**src/rtl/gerador_teste_circuito.sv**
```systemverilog
// gerador_teste_circuito
// Self-test driver for a three-input AND-detector (x = a & b & c).
// On an accepted start it sweeps the eight {a,b,c} vectors. Each vector is
// held for SETTLE cycles, and x_in is then sampled in a one-cycle SAMPLE
// state. At the end of the sweep the block reports the captured truth
// table, the mismatch count and the index of the first mismatch.
//
// Parameters
//   SETTLE     cycles each vector is held before its sampling cycle (1..15)
// Ports
//   clk        system clock, rising edge
//   rst_n      asynchronous active-low reset; returns to IDLE, all outputs 0
//   start      level-sampled sweep request, honoured only in IDLE or DONE
//   x_in       x output of the circuit under test
//   a, b, c    driven vector, {a,b,c} = vector index
//   busy       high from start acceptance until done rises
//   done       sweep finished, sticky until the next accepted start
//   pass       done with zero mismatches
//   result     captured truth table, bit k = x_in sampled for vector k
//   err_count  number of mismatching vectors (0..8)
//   fail_idx   index of the first mismatching vector, 0 if none
// Build option
//   FAIL_STOP_EN  when defined, the first mismatch ends the sweep at once
module gerador_teste_circuito #(
   parameter int SETTLE = 1
) (
   input  logic       clk,
   input  logic       rst_n,
   input  logic       start,
   input  logic       x_in,
   output logic       a,
   output logic       b,
   output logic       c,
   output logic       busy,
   output logic       done,
   output logic       pass,
   output logic [7:0] result,
   output logic [3:0] err_count,
   output logic [2:0] fail_idx
);

   typedef enum logic [1:0] {S_IDLE, S_DRIVE, S_SAMPLE, S_DONE} state_t;

   localparam logic [3:0] LP_CNT_LAST = 4'(SETTLE - 1);

   state_t     r_state;
   state_t     w_next;
   logic [2:0] r_vec;
   logic [3:0] r_cnt;
   logic [7:0] r_result;
   logic [3:0] r_err;
   logic [2:0] r_fidx;
   logic       r_busy;
   logic       r_done;
   logic       r_pass;

   logic       w_start_ok;
   logic       w_exp;
   logic       w_mism;
   logic       w_last;
   logic       w_stop;
   logic [3:0] w_err_next;

   assign w_start_ok = start && ((r_state == S_IDLE) || (r_state == S_DONE));
   assign w_exp      = &r_vec;
   assign w_mism     = (x_in != w_exp);
   assign w_last     = (r_vec == 3'd7);
   assign w_err_next = r_err + {3'b000, w_mism};

`ifdef FAIL_STOP_EN
   // A mismatch terminates the sweep in the same SAMPLE cycle.
   assign w_stop = w_last || w_mism;
`else
   assign w_stop = w_last;
`endif

   always_ff @(posedge clk or negedge rst_n) begin
      if (!rst_n) begin
         r_state <= S_IDLE;
      end else begin
         r_state <= w_next;
      end
   end

   always_comb begin
      w_next = r_state;
      case (r_state)
         S_IDLE, S_DONE: if (start)                   w_next = S_DRIVE;
         S_DRIVE:        if (r_cnt == LP_CNT_LAST)    w_next = S_SAMPLE;
         S_SAMPLE:       w_next = w_stop ? S_DONE : S_DRIVE;
         default:        w_next = S_IDLE;
      endcase
   end

   always_ff @(posedge clk or negedge rst_n) begin
      if (!rst_n) begin
         r_vec    <= 3'd0;
         r_cnt    <= 4'd0;
         r_result <= 8'd0;
         r_err    <= 4'd0;
         r_fidx   <= 3'd0;
         r_busy   <= 1'b0;
         r_done   <= 1'b0;
         r_pass   <= 1'b0;
      end else if (w_start_ok) begin
         r_vec    <= 3'd0;
         r_cnt    <= 4'd0;
         r_result <= 8'd0;
         r_err    <= 4'd0;
         r_fidx   <= 3'd0;
         r_busy   <= 1'b1;
         r_done   <= 1'b0;
         r_pass   <= 1'b0;
      end else begin
         case (r_state)
            S_DRIVE: begin
               r_cnt <= r_cnt + 4'd1;
            end
            S_SAMPLE: begin
               r_result[r_vec] <= x_in;
               if (w_mism) begin
                  r_err <= w_err_next;
                  // Only the first mismatch records its index.
                  if (r_err == 4'd0) r_fidx <= r_vec;
               end
               if (w_stop) begin
                  r_done <= 1'b1;
                  r_busy <= 1'b0;
                  r_pass <= (w_err_next == 4'd0);
               end else begin
                  r_vec <= r_vec + 3'd1;
                  r_cnt <= 4'd0;
               end
            end
            default: ;
         endcase
      end
   end

   assign {a, b, c}  = r_vec;
   assign busy       = r_busy;
   assign done       = r_done;
   assign pass       = r_pass;
   assign result     = r_result;
   assign err_count  = r_err;
   assign fail_idx   = r_fidx;

endmodule

```
**config.mk**
```make
export PLATFORM = sky130hd
export DESIGN_NAME = gerador_teste_circuito
export DESIGN_NICKNAME = d
export VERILOG_FILES = /design/src/rtl/gerador_teste_circuito.sv
export SDC_FILE = /design/constraint.sdc
export NUM_CORES = 1
export LEC_CHECK = 0
export ABC_CLOCK_PERIOD_IN_PS = 3300
export CORE_UTILIZATION = 52
export DETAILED_ROUTE_END_ITERATION = 10
export HOLD_SLACK_MARGIN = 0.05
export MAX_ROUTING_LAYER = met4
export PLACE_DENSITY = 0.9
export SLEW_MARGIN = 20
export SYNTH_ARGS = -nofsm -noshare
export SYNTH_HDL_FRONTEND = slang
export SYNTH_SLANG_ARGS = --single-unit
```
**constraint.sdc**
```tcl
create_clock -name clk -period 3.3 [get_ports clk]
set_clock_uncertainty 0.2 [all_clocks]
set_input_delay 0.66 -clock clk [delete_from_list [all_inputs] [get_ports clk]]
set_output_delay 0.66 -clock clk [all_outputs]
set_load 0.01 [all_outputs]
```
==> flow_summary_export.csv <==
group,metric,value,unit
outcome,outcome,"completed",
final_layout,fillCellCount,183,
grt,grt_overflow_total,0,
cts,clkSlewWorstSetupHoldPaths,0.15,ns
cts,cts_tree,"built",
final_layout,final_util,0.670,
cts,clock_path_buffers,2,
logic_synthesis,netlist_instances,145,
grt,grt_max_degree,28,
logic_synthesis,yosys_warnings,0,
final_layout,design_area,0.00173,mm^2
final_layout,final_nets,177,
critical_path,critPathLaunchType,"register",
detailed_routing,drc,0,
die,pin_count,25,
grt,grt_use_total,0.208,
cts,post_cts_buffers,0,
grt,grt_pass1_vias,1137,
logic_synthesis,yosysUniqueCellTypes,35,
pwr,ir_worst_vdd,0.557,mV
placement,place_inst,189,
cts,clkSinkCount,27,
placement,placement.io_buffers,24,
die,die-area,0.00306,mm^2
logic_synthesis,synth-seq-area-share,0.456,
placement,place_ws,0.243,ns
logic_synthesis,ys_seq_elements,27,
final_layout,final_cell_mix,"27 x dfrtp_1, 24 x clkdlybuf4s50_1, 14 x nor2_1",
placement,dpl.hpwl,2.02,mm
timing,final-setup-viol-count,0,
timing,finalCritPeriodShare,0.856,
detailed_routing,routed_wl,2.89,mm
cts,htree_num_levels,1,
critical_path,end_kind,"register",
critical_path,cp.arrival,2.87,ns
detailed_routing,ant_nets,0,
final_layout,final_cells,193,
cts,cts_buffers,3,
timing,slew_violations,0,
timing,finalSetupTns,0,ns
grt,antenna_found_initial,0,
grt,grt_first_pass_wirelength,5.00,mm
final_layout,drive_gt1_frac,0.0613,
cts,clk-insertion-delay-late,0.34,ns
critical_path,crit_type,"register to register",
critical_path,crit_fanout,12,
logic_synthesis,synth_nets,158,
die,fp.dieH,55.4,um
timing,hold_viol,0,
final_layout,area_delta_synth_final,17.2,%
cts,cts-root-buf,"clkbuf_4",
timing,fin_crit,2.82,ns
timing,fmax,0.354,GHz
final_layout,diodes,0,
logic_synthesis,syn_area_per_cell,10.2,um^2
detailed_routing,via_count,1137,
detailed_routing,avgRoutedWirePerCell,15.0,um
placement,globalplace.congestion,0.855,
placement,dpl-instance-area,0.00171,mm^2
detailed_routing,drtIter0Drc,27,
timing,rsz0062_at_grt,"false",
die,dieWidth,55.4,um
timing,slew-limit-headroom,0.462,
die,core,0.00259,mm^2
timing,setup_slack,0.475,ns
pwr,power_density,580,mW/mm^2
cts,ctsHoldBuffers,0,
final_layout,final_common_cell,"dfrtp_1",
logic_synthesis,synth_area,0.00148,mm^2
flow_run,maxCapViolCount,0,
pwr,power_leakage,0.780,nW
min_path,worstHoldPathType,"register to register",
cts,cts_resized,0,
detailed_routing,routed_via_density,5.89,
timing,worstMarginPinSlew,0.807,ns
critical_path,crit_required,3.34,ns
die,fp-row-count,18,
detailed_routing,firstDrtPassIters,4,
die,start_util,0.571,
per-stage QoR:
step,hold WS [ns],power [mW]
finish,0.305,1.01
global route,0.333,1.07
CTS,0.309,1.00
detailed placement,0.278,0.857
global placement,0.263,0.826
floorplan,0.164,0.742
power breakdown:
part	leakage (nW)	internal [mW]	total, mW	switching, mW
Sequential	0.364	0.386	0.459	0.0730
Clock	0.0177	0.0457	0.149	0.103
Combinational	0.398	0.178	0.398	0.219
state kept, by name (all words and copies together), names as in the netlist:
| register | cells |
|---|---|
| fail_idx | 3 |
| result | 8 |
| r_state | 2 |
| pass | 1 |
| done | 1 |
| err_count | 4 |
| r_cnt | 4 |
| busy | 1 |
| r_vec | 3 |
worst max-delay path, stage by stage (launching register included):
cell     delay, ns
dfrtp_1       0.53
ha_1          0.26
ha_1          0.26
xnor2_2       0.42
inv_2         0.13
ha_1          0.22
ha_1          0.20
xnor2_1       0.15
nand3_1       0.09
o41ai_1       0.26
worst paths after layout:
kind	start	end	slack [ns]	cells past startpoint
max	r_vec[1]	pass	0.48	9
min	busy	busy	0.31	2
max reg2reg	r_vec[1]	pass	0.48	9
min reg2reg	busy	busy	0.31	2
max in group asynchronous	rst_n	result[3]	2.18	2
min in group asynchronous	rst_n	r_cnt[2]	0.47	2
layout make-up:
type	instances	area (um^2)	area share
tap	30	37.5	0.0216
multi-input combinational	99	716	0.413
clock inverter	1	5.00	0.00289
inverter	8	30.0	0.0173
clock buffer	3	22.5	0.0130
timing repair buffer	25	248	0.143
sequential	27	676	0.390
Yosys cell counts:
cell / instances / area share
dfrtp_1: 27 / 0.46
nor2_1: 14 / 0.036
mux2i_1: 12 / 0.081
a21oi_1: 11 / 0.037
ha_1: 9 / 0.076
nand3_1: 7 / 0.024
clkbuf_1: 6 / 0.015
inv_1: 6 / 0.015
nand2_1: 5 / 0.013
nand4_1: 5 / 0.021
o21ai_0: 5 / 0.017
o31ai_1: 5 / 0.025
nand4b_1: 3 / 0.018
nor4bb_1: 3 / 0.020
or4_1: 3 / 0.015
xnor2_1: 3 / 0.018
buf_6: 2 / 0.015
inv_2: 2 / 0.0051
a211oi_1: 1 / 0.0051
a21boi_0: 1 / 0.0051
a2bb2oi_1: 1 / 0.0059
and2_1: 1 / 0.0042
and2_2: 1 / 0.0051
and2b_4: 1 / 0.0068
and3b_1: 1 / 0.0059
buf_1: 1 / 0.0025
buf_2: 1 / 0.0034
clkbuf_2: 1 / 0.0034
nor4_1: 1 / 0.0042
nor4b_1: 1 / 0.0059
o2bb2ai_1: 1 / 0.0059
o41ai_1: 1 / 0.0059
or3b_1: 1 / 0.0059
xnor2_2: 1 / 0.011
xor2_1: 1 / 0.0059
kinds of logic after synthesis:
family                   share of synthesized area
adder cells (fa/ha/maj)                     0.0761
multiplexers                                0.0812
AO/OA/AOI/OAI                                0.107
AND/OR/NAND/NOR                              0.184
XOR/XNOR                                    0.0347
flip-flops                                   0.456
buffers and inverters                       0.0600
routing by layer:
metal,wire (um),part of all wire,global-route usage
met1,1300,0.45,0.247
met2,1450,0.50,0.353
met3,99,0.034,0.0304
met4,36,0.012,0.0893
met5,0,0,-
Note: power is estimated with default switching activity, not from simulation.
